--- config.mk ---
export PLATFORM = sky130hd
export DESIGN_NAME = tr_track_ctrl_flat
export DESIGN_NICKNAME = d
export VERILOG_FILES = /design/src/rtl/tr_track_ctrl_if.sv /design/src/rtl/tr_track_ctrl.sv /design/src/flat_wrapper.sv
export SDC_FILE = /design/constraint.sdc
export NUM_CORES = 1
export LEC_CHECK = 0
export CORE_MARGIN = 3
export CORE_UTILIZATION = 56
export DETAILED_ROUTE_END_ITERATION = 7
export PLACE_DENSITY = 0.83
export SLEW_MARGIN = 30
export SYNTH_ARGS = -nofsm -noshare
export SYNTH_HDL_FRONTEND = slang
export SYNTH_SLANG_ARGS = --single-unit
--- constraint.sdc ---
create_clock -name clk -period 5 [get_ports clk]
set_input_delay 0.5 -clock clk [delete_from_list [all_inputs] [get_ports clk]]
set_output_delay 0.5 -clock clk [all_outputs]
set_load 0.1 [all_outputs]
--- src/rtl/tr_track_ctrl_if.sv ---
// ADC capture bundle for the tracking regulator:
// one-cycle sample strobe plus sample data.
interface tr_track_ctrl_if #(
    parameter int DW = 12
);
    logic          data_valid;
    logic [DW-1:0] x;

    modport master (
        output data_valid,
        output x
    );

    modport slave (
        input data_valid,
        input x
    );
endinterface

--- src/rtl/tr_track_ctrl.sv ---
// Tracking regulator: averages ADC samples against setpoint x0 and
// steps the drive back into the deadband at a slow or fast rate.
module tr_track_ctrl #(
    parameter int DW        = 12,
    parameter int AVG_LOG2  = 2,
    parameter int SLOW_DIV  = 1000,
    parameter int FAST_DIV  = 250,
    parameter int PULSE_W   = 1,
    parameter int MAX_STEPS = 4096
) (
    input  logic           clk,
    input  logic           rst,
    input  logic           tr_mode_enable,
    tr_track_ctrl_if.slave adc,
    input  logic [DW-1:0]  x0,
    input  logic [DW-1:0]  dx1,
    input  logic [DW-1:0]  dx2,
    output logic           drv_SM,
    output logic           drv_step,
    output logic           drv_dir,
    output logic           locked,
    output logic           fault,
    output logic [DW-1:0]  avg
);

    localparam int AW  = DW + AVG_LOG2;
    localparam int SCW = (AVG_LOG2 > 0) ? AVG_LOG2 : 1;
    localparam int MDV = (SLOW_DIV > FAST_DIV) ? SLOW_DIV : FAST_DIV;
    localparam int PW  = $clog2(MDV);
    localparam int KW  = $clog2(MAX_STEPS + 1);

    localparam logic [SCW-1:0] SLAST = SCW'((1 << AVG_LOG2) - 1);
    localparam logic [PW-1:0]  PLIM  = PW'(PULSE_W);
    localparam logic [PW-1:0]  SLAST_P = PW'(SLOW_DIV - 1);
    localparam logic [PW-1:0]  FLAST_P = PW'(FAST_DIV - 1);
    localparam logic [KW-1:0]  KMAX  = KW'(MAX_STEPS);

    typedef enum logic [2:0] {
        IDLE, ACQ, HOLD, SLOW, FAST, FAULT
    } state_t;

    state_t         state;
    state_t         zone;
    state_t         pend_z;
    state_t         eff_z;
    logic [AW-1:0]  acc;
    logic [AW-1:0]  sum;
    logic [SCW-1:0] scnt;
    logic           avg_ok;
    logic [DW:0]    e;
    logic [DW-1:0]  mag;
    logic           dir_now;
    logic [PW-1:0]  pcnt;
    logic [PW-1:0]  plast;
    logic           bnd;
    logic [KW-1:0]  kcnt;
    logic           pend_v;
    logic           pend_d;
    logic           eff_v;
    logic           eff_d;

    assign sum = acc + AW'(adc.x);

    always_ff @(posedge clk or negedge rst) begin
        if (!rst) begin
            acc    <= '0;
            scnt   <= '0;
            avg    <= '0;
            avg_ok <= 1'b0;
        end else begin
            avg_ok <= 1'b0;
            if (!tr_mode_enable) begin
                acc  <= '0;
                scnt <= '0;
            end else if (adc.data_valid) begin
                if (scnt == SLAST) begin
                    avg    <= sum[AW-1:AVG_LOG2];
                    acc    <= '0;
                    scnt   <= '0;
                    avg_ok <= 1'b1;
                end else begin
                    acc  <= sum;
                    scnt <= scnt + 1'b1;
                end
            end
        end
    end

    assign e       = {1'b0, avg} - {1'b0, x0};
    assign mag     = e[DW] ? (~e[DW-1:0] + 1'b1) : e[DW-1:0];
    assign dir_now = avg > x0;

    always_comb begin
        zone = SLOW;
        if (mag <= dx1) begin
            zone = HOLD;
        end else if (mag > dx2) begin
            zone = FAST;
        end
    end

    // A decision arriving on the boundary cycle itself applies at once.
    assign eff_v = avg_ok | pend_v;
    assign eff_z = avg_ok ? zone : pend_z;
    assign eff_d = avg_ok ? dir_now : pend_d;

    assign plast = (state == FAST) ? FLAST_P : SLAST_P;
    assign bnd   = pcnt == plast;

    always_ff @(posedge clk or negedge rst) begin
        if (!rst) begin
            state    <= IDLE;
            pcnt     <= '0;
            kcnt     <= '0;
            pend_v   <= 1'b0;
            pend_z   <= HOLD;
            pend_d   <= 1'b0;
            drv_SM   <= 1'b0;
            drv_step <= 1'b0;
            drv_dir  <= 1'b0;
            locked   <= 1'b0;
            fault    <= 1'b0;
        end else if (!tr_mode_enable) begin
            state    <= IDLE;
            pcnt     <= '0;
            kcnt     <= '0;
            pend_v   <= 1'b0;
            drv_SM   <= 1'b0;
            drv_step <= 1'b0;
            locked   <= 1'b0;
            fault    <= 1'b0;
        end else begin
            unique case (state)
                IDLE: begin
                    state  <= ACQ;
                    drv_SM <= 1'b1;
                end
                ACQ, HOLD: begin
                    kcnt <= '0;
                    if (avg_ok) begin
                        state   <= zone;
                        drv_dir <= dir_now;
                        locked  <= zone == HOLD;
                        pcnt    <= '0;
                    end
                end
                SLOW, FAST: begin
                    if (avg_ok) begin
                        pend_v <= 1'b1;
                        pend_z <= zone;
                        pend_d <= dir_now;
                    end
                    // Step is already low here, so a new dir gets 1 clk setup.
                    if (bnd) begin
                        pcnt     <= '0;
                        drv_step <= 1'b0;
                        if (kcnt == KMAX) begin
                            state  <= FAULT;
                            drv_SM <= 1'b0;
                            fault  <= 1'b1;
                            pend_v <= 1'b0;
                        end else if (eff_v) begin
                            state   <= eff_z;
                            drv_dir <= eff_d;
                            locked  <= eff_z == HOLD;
                            pend_v  <= 1'b0;
                        end
                    end else begin
                        pcnt     <= pcnt + 1'b1;
                        drv_step <= pcnt < PLIM;
                        if (pcnt == '0) begin
                            kcnt <= kcnt + 1'b1;
                        end
                    end
                end
                default: begin
                    state <= FAULT;
                end
            endcase
        end
    end

endmodule

--- src/flat_wrapper.sv ---
// flat-port wrapper written by rule: the top's interface ports become plain ports
module tr_track_ctrl_flat 
#(
    parameter int DW        = 12,
    parameter int AVG_LOG2  = 2,
    parameter int SLOW_DIV  = 1000,
    parameter int FAST_DIV  = 250,
    parameter int PULSE_W   = 1,
    parameter int MAX_STEPS = 4096
)
  (clk, rst, tr_mode_enable, x0, dx1, dx2, drv_SM, drv_step, drv_dir, locked, fault, avg, adc_data_valid, adc_x);
  tr_track_ctrl_if #(.DW(DW)) adc_i ();
  input  logic clk;
  input  logic rst;
  input  logic tr_mode_enable;
  input  logic [DW-1:0] x0;
  input  logic [DW-1:0] dx1;
  input  logic [DW-1:0] dx2;
  output logic drv_SM;
  output logic drv_step;
  output logic drv_dir;
  output logic locked;
  output logic fault;
  output logic [DW-1:0] avg;
  input wire logic [$bits(adc_i.data_valid)-1:0] adc_data_valid;
  input wire logic [$bits(adc_i.x)-1:0] adc_x;
  assign adc_i.data_valid = adc_data_valid;
  assign adc_i.x = adc_x;
  tr_track_ctrl #(.DW(DW), .AVG_LOG2(AVG_LOG2), .SLOW_DIV(SLOW_DIV), .FAST_DIV(FAST_DIV), .PULSE_W(PULSE_W), .MAX_STEPS(MAX_STEPS)) u_core (.clk(clk), .rst(rst), .tr_mode_enable(tr_mode_enable), .adc(adc_i), .x0(x0), .dx1(dx1), .dx2(dx2), .drv_SM(drv_SM), .drv_step(drv_step), .drv_dir(drv_dir), .locked(locked), .fault(fault), .avg(avg));
endmodule
# After elaboration in Yosys (flattened, before gate mapping)
# Cells that the tools add are included.
totals:
  register_bits: 65
  latch_bits: 0
  ram_bits: 0
  mem_bits_ro: 0
  in_bits: 52
  out_inout_bits: 17
  wordCells: 125
  mem_count: 0
op_classes:
  addsub: 6
  n_mul: 0
  div_mod_pow: 0
  order_cmp: 4
  n_eq_ne: 27
  shift: 0
  mux: 57
  bitwise: 2
  n_reduce_logical: 14
op_table:
  columns: ["cell", "count"]
  rows:
  - ["$mux 14", 3]
  - ["$mux 10", 4]
  - ["$mux 13", 3]
  - ["$mux 1", 29]
  - ["$pmux 13 s2", 1]
  - ["$gt 12x12->1", 2]
  - ["$mux 3", 8]
  - ["$pmux 10 s2", 1]
  - ["$ne 3x2->1 const B", 5]
  - ["$reduce_and 3->1", 5]
  - ["$add 14x12->14", 1]
  - ["$ne 2x1->1 const B", 7]
  - ["$add 13x1->13 const B", 1]
  - ["$eq 13x13->1 const B", 1]
  - ["$sub 12x12->13", 1]
  - ["$add 12x1->12 const B", 1]
  - ["$eq 3x2->1 const B", 4]
  - ["$le 12x12->1", 1]
  - ["$mux 12", 1]
  - ["$not 12->12", 1]
  - ["$add 10x1->10 const B", 1]
  - ["$eq 10x10->1", 1]
  - ["$logic_not 10->1", 1]
  - ["$lt 10x1->1 const B", 1]
  - ["other kinds (18)", 26]

# Longest topological paths before layout
logic_depth:
  word_depth: 14
  depth_mapped: 19
  ltp_nobuf: 18

# Least setup slack after synthesis
# OpenSTA, ideal clock, no wires.
synth_timing:
  path_kind: "flip-flop to flip-flop"
  from: "register u_core.avg[0]"
  to: "register u_core.state[2]"
  setup_ps: 129
  t_arrival_ps: 4662
  t_required_ps: 4871
  path_slack_ps: 209
  path_stages_with_launch: 19
  path_buffers: 0
  period_less_slack_ps: 4791
  cell_sequence: "dfrtp_1 -> inv_1 -> ha_1 -> fa_1 -> nand2b_1 -> a211o_1 -> a31oi_2 -> mux2i_1 -> a2111oi_2 -> a41oi_1 -> xor2_1 -> ha_1 -> a21oi_1 -> o21ai_0 -> a2111oi_0 -> a21oi_1 -> a31o_2 -> o211ai_1 -> nand3_1"
synth_between:
  elab_chain_cells: 13
  elab_cells_between_ends: 15
  classes_between: "2 x add/sub; 2 x order compare; 10 x mux; 1 x bitwise"
synth_rtl:
  columns: ["element", "line", "source"]
  rows:
  - ["start, declared", "tr_track_ctrl.sv:23", "output logic [DW-1:0] avg"]
  - ["start signal, assigned", "tr_track_ctrl.sv:77", "avg <= sum[AW-1:AVG_LOG2];"]
  - ["$sub 12x12->13 *", "tr_track_ctrl.sv:89", "assign e = {1'b0, avg} - {1'b0, x0};"]
  - ["$not 12->12", "tr_track_ctrl.sv:90", "assign mag = e[DW] ? (~e[DW-1:0] + 1'b1) : e[DW-1:0];"]
  - ["$add 12x1->12", "tr_track_ctrl.sv:90", null]
  - ["$mux 12 *", "tr_track_ctrl.sv:90", null]
  - ["$gt 12x12->1", "tr_track_ctrl.sv:97", "end else if (mag > dx2) begin"]
  - ["$mux 3", "tr_track_ctrl.sv:97", null]
  - ["$mux 3 *", "tr_track_ctrl.sv:95", "if (mag <= dx1) begin"]
  - ["$mux 3", "tr_track_ctrl.sv:140", "if (avg_ok) begin"]
  - ["$mux 3", "tr_track_ctrl.sv:162", "end else if (eff_v) begin"]
  - ["$mux 3", "tr_track_ctrl.sv:157", "if (kcnt == KMAX) begin"]
  - ["$mux 3", "tr_track_ctrl.sv:154", "if (bnd) begin"]
  - ["$pmux 3 s3 *", "tr_track_ctrl.sv:133", "unique case (state)"]
  - ["$mux 3 *", "tr_track_ctrl.sv:123", "end else if (!tr_mode_enable) begin"]
  - ["end signal, assigned", "tr_track_ctrl.sv:141", "state <= zone;"]
  - ["end signal, assigned", "tr_track_ctrl.sv:163", "state <= eff_z;"]
  - ["end, declared", "tr_track_ctrl.sv:42", "state_t state;"]
# Mark *: on every way between the ends. The rest lies on a longest branch, timed or not. The select of a mux whose other input is x is not followed.
# A chain may end at the register's enable or synchronous reset.

# Worst setup path in the final report
layout_timing:
  from: "input port x0[0]"
  to: "register u_core.state[2]"
layout_between:
  elab_chain_cells: 13
  elab_cells_between_ends: 15
  classes_between: "2 x add/sub; 2 x order compare; 10 x mux; 1 x bitwise"
layout_rtl:
  columns: ["element", "line", "source"]
  rows:
  - ["start, declared", "flat_wrapper.sv:16", "input logic [DW-1:0] x0;"]
  - ["$sub 12x12->13 *", "tr_track_ctrl.sv:89", null]
  - ["$not 12->12", "tr_track_ctrl.sv:90", null]
  - ["$add 12x1->12", "tr_track_ctrl.sv:90", null]
  - ["$mux 12 *", "tr_track_ctrl.sv:90", null]
  - ["$gt 12x12->1", "tr_track_ctrl.sv:97", null]
  - ["$mux 3", "tr_track_ctrl.sv:97", null]
  - ["$mux 3 *", "tr_track_ctrl.sv:95", null]
  - ["$mux 3", "tr_track_ctrl.sv:140", null]
  - ["$mux 3", "tr_track_ctrl.sv:162", null]
  - ["$mux 3", "tr_track_ctrl.sv:157", null]
  - ["$mux 3", "tr_track_ctrl.sv:154", null]
  - ["$pmux 3 s3 *", "tr_track_ctrl.sv:133", null]
  - ["$mux 3 *", "tr_track_ctrl.sv:123", null]
# Marks and branches as above.

==> summary.txt <==
Drt
  • Routed WL per cell: ~15 um
  • Drt drc: 0
  • Vias per inst: 5.902
  • Final WL: ~12 mm
  • Iter 0 DRT Violations: 165
  • First-pass DRT Iterations: 4
  • Detail Route Antenna Nets: 0
  • Via Count: 4574

STA
  • Worst slew margin: around a third
  • Final slew viol count: 0
  • Worst-Margin Slew: 989.1 ps
  • Final Setup Violations: 0
  • Final Hold Violating Endpoints: 0
  • Minimum clock period: between 4000 and 5000 ps
  • Unrepaired setup endpoints after global routing: no
  • Maximum clock rate: between 200 and 250 MHz
  • Setup_tns: 0 ps
  • Layout Skew: ~19 ps
  • Final Worst Setup Slack: between 400 and 500 ps
  • Tcrit/Tclk final: about nine tenths

Finish
  • # diodes: 0
  • Fillers: 670
  • Layout cell share with drive strength beyond 1: under 10%
  • Finished Layout Cells: between 700 and 800
  • Layout area overhead: 19.39%
  • Nets: 770
  • Final design utilization: a little over two thirds

GRT
  • Number of global-route vias before repair: 4441
  • GR Overflow Total: 0
  • Global-route wire length before repair: 20.35 mm
  • Initial antenna violation count: 0
  • Pin count of the biggest net entering global routing: 66
  • Gr usage total: between 20% and 30%

Critical path
  • RR Startpoint: u_core.avg[0]$_DFFE_PN0P_
  • Critical path peak fanout: 3
  • WS Path Type: in2reg
  • Arrival @ worst endpoint: 4790 ps
  • Critical path origin: x0[0]
  • CP startpoint kind: primary input
  • Crit. End Element: flip-flop
  • Crit path required time: approximately 5200 ps

Logic synthesis
  • Yosys reg bits: 65
  • Mapped Cells: between 500 and 600
  • Top FF cell, synth: dfrtp_1
  • Post-synth EDFFs: 0
  • Ys Warns: 0
  • Mapped Area: about 5100 um^2
  • Post-synth ARST share: 100.0%
  • Syn Nets: between 700 and 800
  • Avg Cell Area, Syn: between 8 and 9 um^2
  • Library cells used by synthesis: a little under 70
  • Register area share after synthesis: 31.81%

Placed design
  • Place WS: 78.44 ps
  • Post-DP HPWL: 9.208 mm
  • GPL Wtd Cong: slightly below 0.9
  • Buffers added on ports: just under 70
  • # placed instances: between 700 and 800

Die
  • # rows: 34
  • Die area: between 10000 and 15000 um^2
  • Die width: around 100 um
  • Die Ht: 101.6 um
  • CORE AREA: about 9000 um^2
  • # IOs: 69
  • Initial core utilization: around three fifths

Clock network
  • CTS buffer count: 9
  • Clk sinks: 65
  • Root buf cell: clkbuf_8
  • Post-CTS Setup Inserts: 0
  • TritonCTS clock tree: done
  • Longest Clk Path Bufs: 2
  • Reg clk slew, reported paths: about 90 ps
  • Worst-Skew Late Latency: ~350 ps
  • Htree depth: 3

Min path
  • Class of the worst hold path: in2async

Job
  • Max cap viols: 0

Power and ir drop
  • Leak: ~0.0028 uW
  • Gate power share: 50.8%
  • Psw: about 960 uW
  • Int Power: 1311 uW
  • Switching Fraction: between 40% and 50%
  • Clock power frac: around 23%
  • Tot Pwr: about 2300 uW
  • VDD IR-drop max: between 150 and 200 uV
  • Cell Pwr Density: about 370 nW/um^2
  • Reg power frac: between 20% and 30%

Outcome
  • Outcome: finished clean
==> stage by stage <==
| step | area, um^2 | hold slack (ps) |
|---|---|---|
| 5_1_grt | 6110 | 377.4 |
| 3_5_place_dp | 5881 | 473.7 |
| 6_report | 6110 | 313.3 |
| 4_1_cts | 6108 | 349.3 |
| 2_1_floorplan | 5117 | 204.4 |
| 3_3_place_gp | 5878 | 461.6 |
==> registers in the layout, summed over array words and instances, names as in the netlist <==
name / cells
u_core.kcnt: 13
u_core.pend_z: 3
u_core.pcnt: 10
u_core.acc: 14
u_core.drv_SM: 1
u_core.avg: 12
u_core.pend_v: 1
u_core.locked: 1
u_core.drv_step: 1
u_core.pend_d: 1
u_core.scnt: 2
u_core.state: 3
u_core.fault: 1
u_core.avg_ok: 1
u_core.drv_dir: 1
==> routing by layer <==
layer,global-route usage [%],share of wire (%)
met1,32.61,44
met2,40.09,48
met3,5.234,6.0
met4,5.624,1.6
met5,0,0
==> kinds of logic after synthesis <==
group                    share of synthesized area [%]
AND/OR/NAND/NOR                                  20.95
AO/OA/AOI/OAI                                    18.56
buffers and inverters                            5.525
flip-flops                                       31.81
adder cells (fa/ha/maj)                          13.99
XOR/XNOR                                         6.846
multiplexers                                     2.323
==> layout by cell type (no fill, tap or decap), types with 4 or more instances in the layout <==
| cell type | instances |
|---|---|
| or3_1 | 5 |
| dfrtp_1 | 64 |
| a31oi_1 | 7 |
| clkdlybuf4s50_1 | 67 |
| nor3_1 | 11 |
| a21oi_1 | 31 |
| nand3_1 | 22 |
| nand4_1 | 14 |
| o21ai_0 | 34 |
| a22o_1 | 10 |
| ha_1 | 54 |
| clkbuf_8 | 10 |
| nor2b_1 | 6 |
| xnor2_1 | 26 |
| o31ai_1 | 8 |
| buf_4 | 5 |
| nor4b_1 | 4 |
| and3_1 | 13 |
| mux2i_1 | 4 |
| nand2_1 | 49 |
| nor2_1 | 57 |
| o211ai_1 | 8 |
| or2_2 | 5 |
| a21o_1 | 7 |
| o21ai_1 | 6 |
| mux2_2 | 7 |
| xor2_1 | 14 |
| inv_1 | 51 |
| nand2b_1 | 7 |
==> path summary, 6_finish.rpt <==
kind	to	slack (ps)	cells after the start
max	u_core.state[2]$_DFFE_PN0P_	430	18
min in group clk	u_core.pend_z[1]$_DFFE_PN1P_	490	2
max in group asynchronous	u_core.avg[6]$_DFFE_PN0P_	4130	2
min	u_core.pcnt[7]$_DFFE_PN0P_	310	2
min reg2reg	u_core.pend_z[1]$_DFFE_PN1P_	490	2
max reg2reg	u_core.state[2]$_DFFE_PN0P_	550	18
==> power groups by stage <==
| stage | logic [uW] | registers, uW | clock network, uW |
|---|---|---|---|
| floorplan | 671 | 777 | 0 |
| global placement | 1090 | 610 | 0 |
| detailed placement | 1140 | 613 | 0 |
| CTS | 1150 | 603 | 525 |
| global route | 1270 | 609 | 552 |
| finish | 1160 | 603 | 516 |
==> Yosys cell counts, drive strengths merged (7+ instances only) <==
| library cell | count | area [um^2] |
|---|---|---|
| a21oi | 33 | 172.7 |
| inv | 52 | 195.2 |
| nand2 | 50 | 190.2 |
| nor3 | 12 | 71.32 |
| a22o | 10 | 87.58 |
| nand2b | 7 | 43.79 |
| o211ai | 8 | 60.06 |
| o31ai | 8 | 60.06 |
| mux2 | 7 | 78.83 |
| ha | 54 | 675.7 |
| clkbuf | 11 | 42.54 |
| and3 | 13 | 81.33 |
| xor2 | 14 | 122.6 |
| a21o | 8 | 61.31 |
| xnor2 | 26 | 227.7 |
| dfrtp | 64 | 1602 |
| nand4 | 14 | 87.58 |
| nand3 | 22 | 110.1 |
| nor2 | 58 | 220.2 |
| a31oi | 8 | 56.30 |
| nor2b | 7 | 43.79 |
| o21ai | 41 | 216.5 |
==> critical path: stages <==
cell,delay [ps]
clkdlybuf4s50_1,400
ha_1,230
fa_1,400
nand2b_1,180
a211o_1,290
a31oi_2,220
mux2i_1,120
a2111oi_2,380
a41oi_1,180
xor2_1,230
ha_1,300
a21oi_1,190
o21ai_0,120
a2111oi_1,390
a21oi_1,160
a31o_2,260
o211ai_1,150
nand3_1,90
==> area by class of cell <==
type	count	area, um^2	share of cell area [%]
Sequential cell	65	1628	26.64
Multi-Input combinational cell	461	3211	52.55
Inverter	52	195.2	3.195
Clock buffer	11	141.4	2.314
Clock inverter	5	86.33	1.413
Timing Repair Buffer	73	713.2	11.67
Tap cell	108	135.1	2.212
==> repair_timing <==
action,in CTS,in global routing
resized for setup,0,1
endpoints found under the setup margin,0,2
hold buffers,0,0
Power figures use the tool's default switching activity.
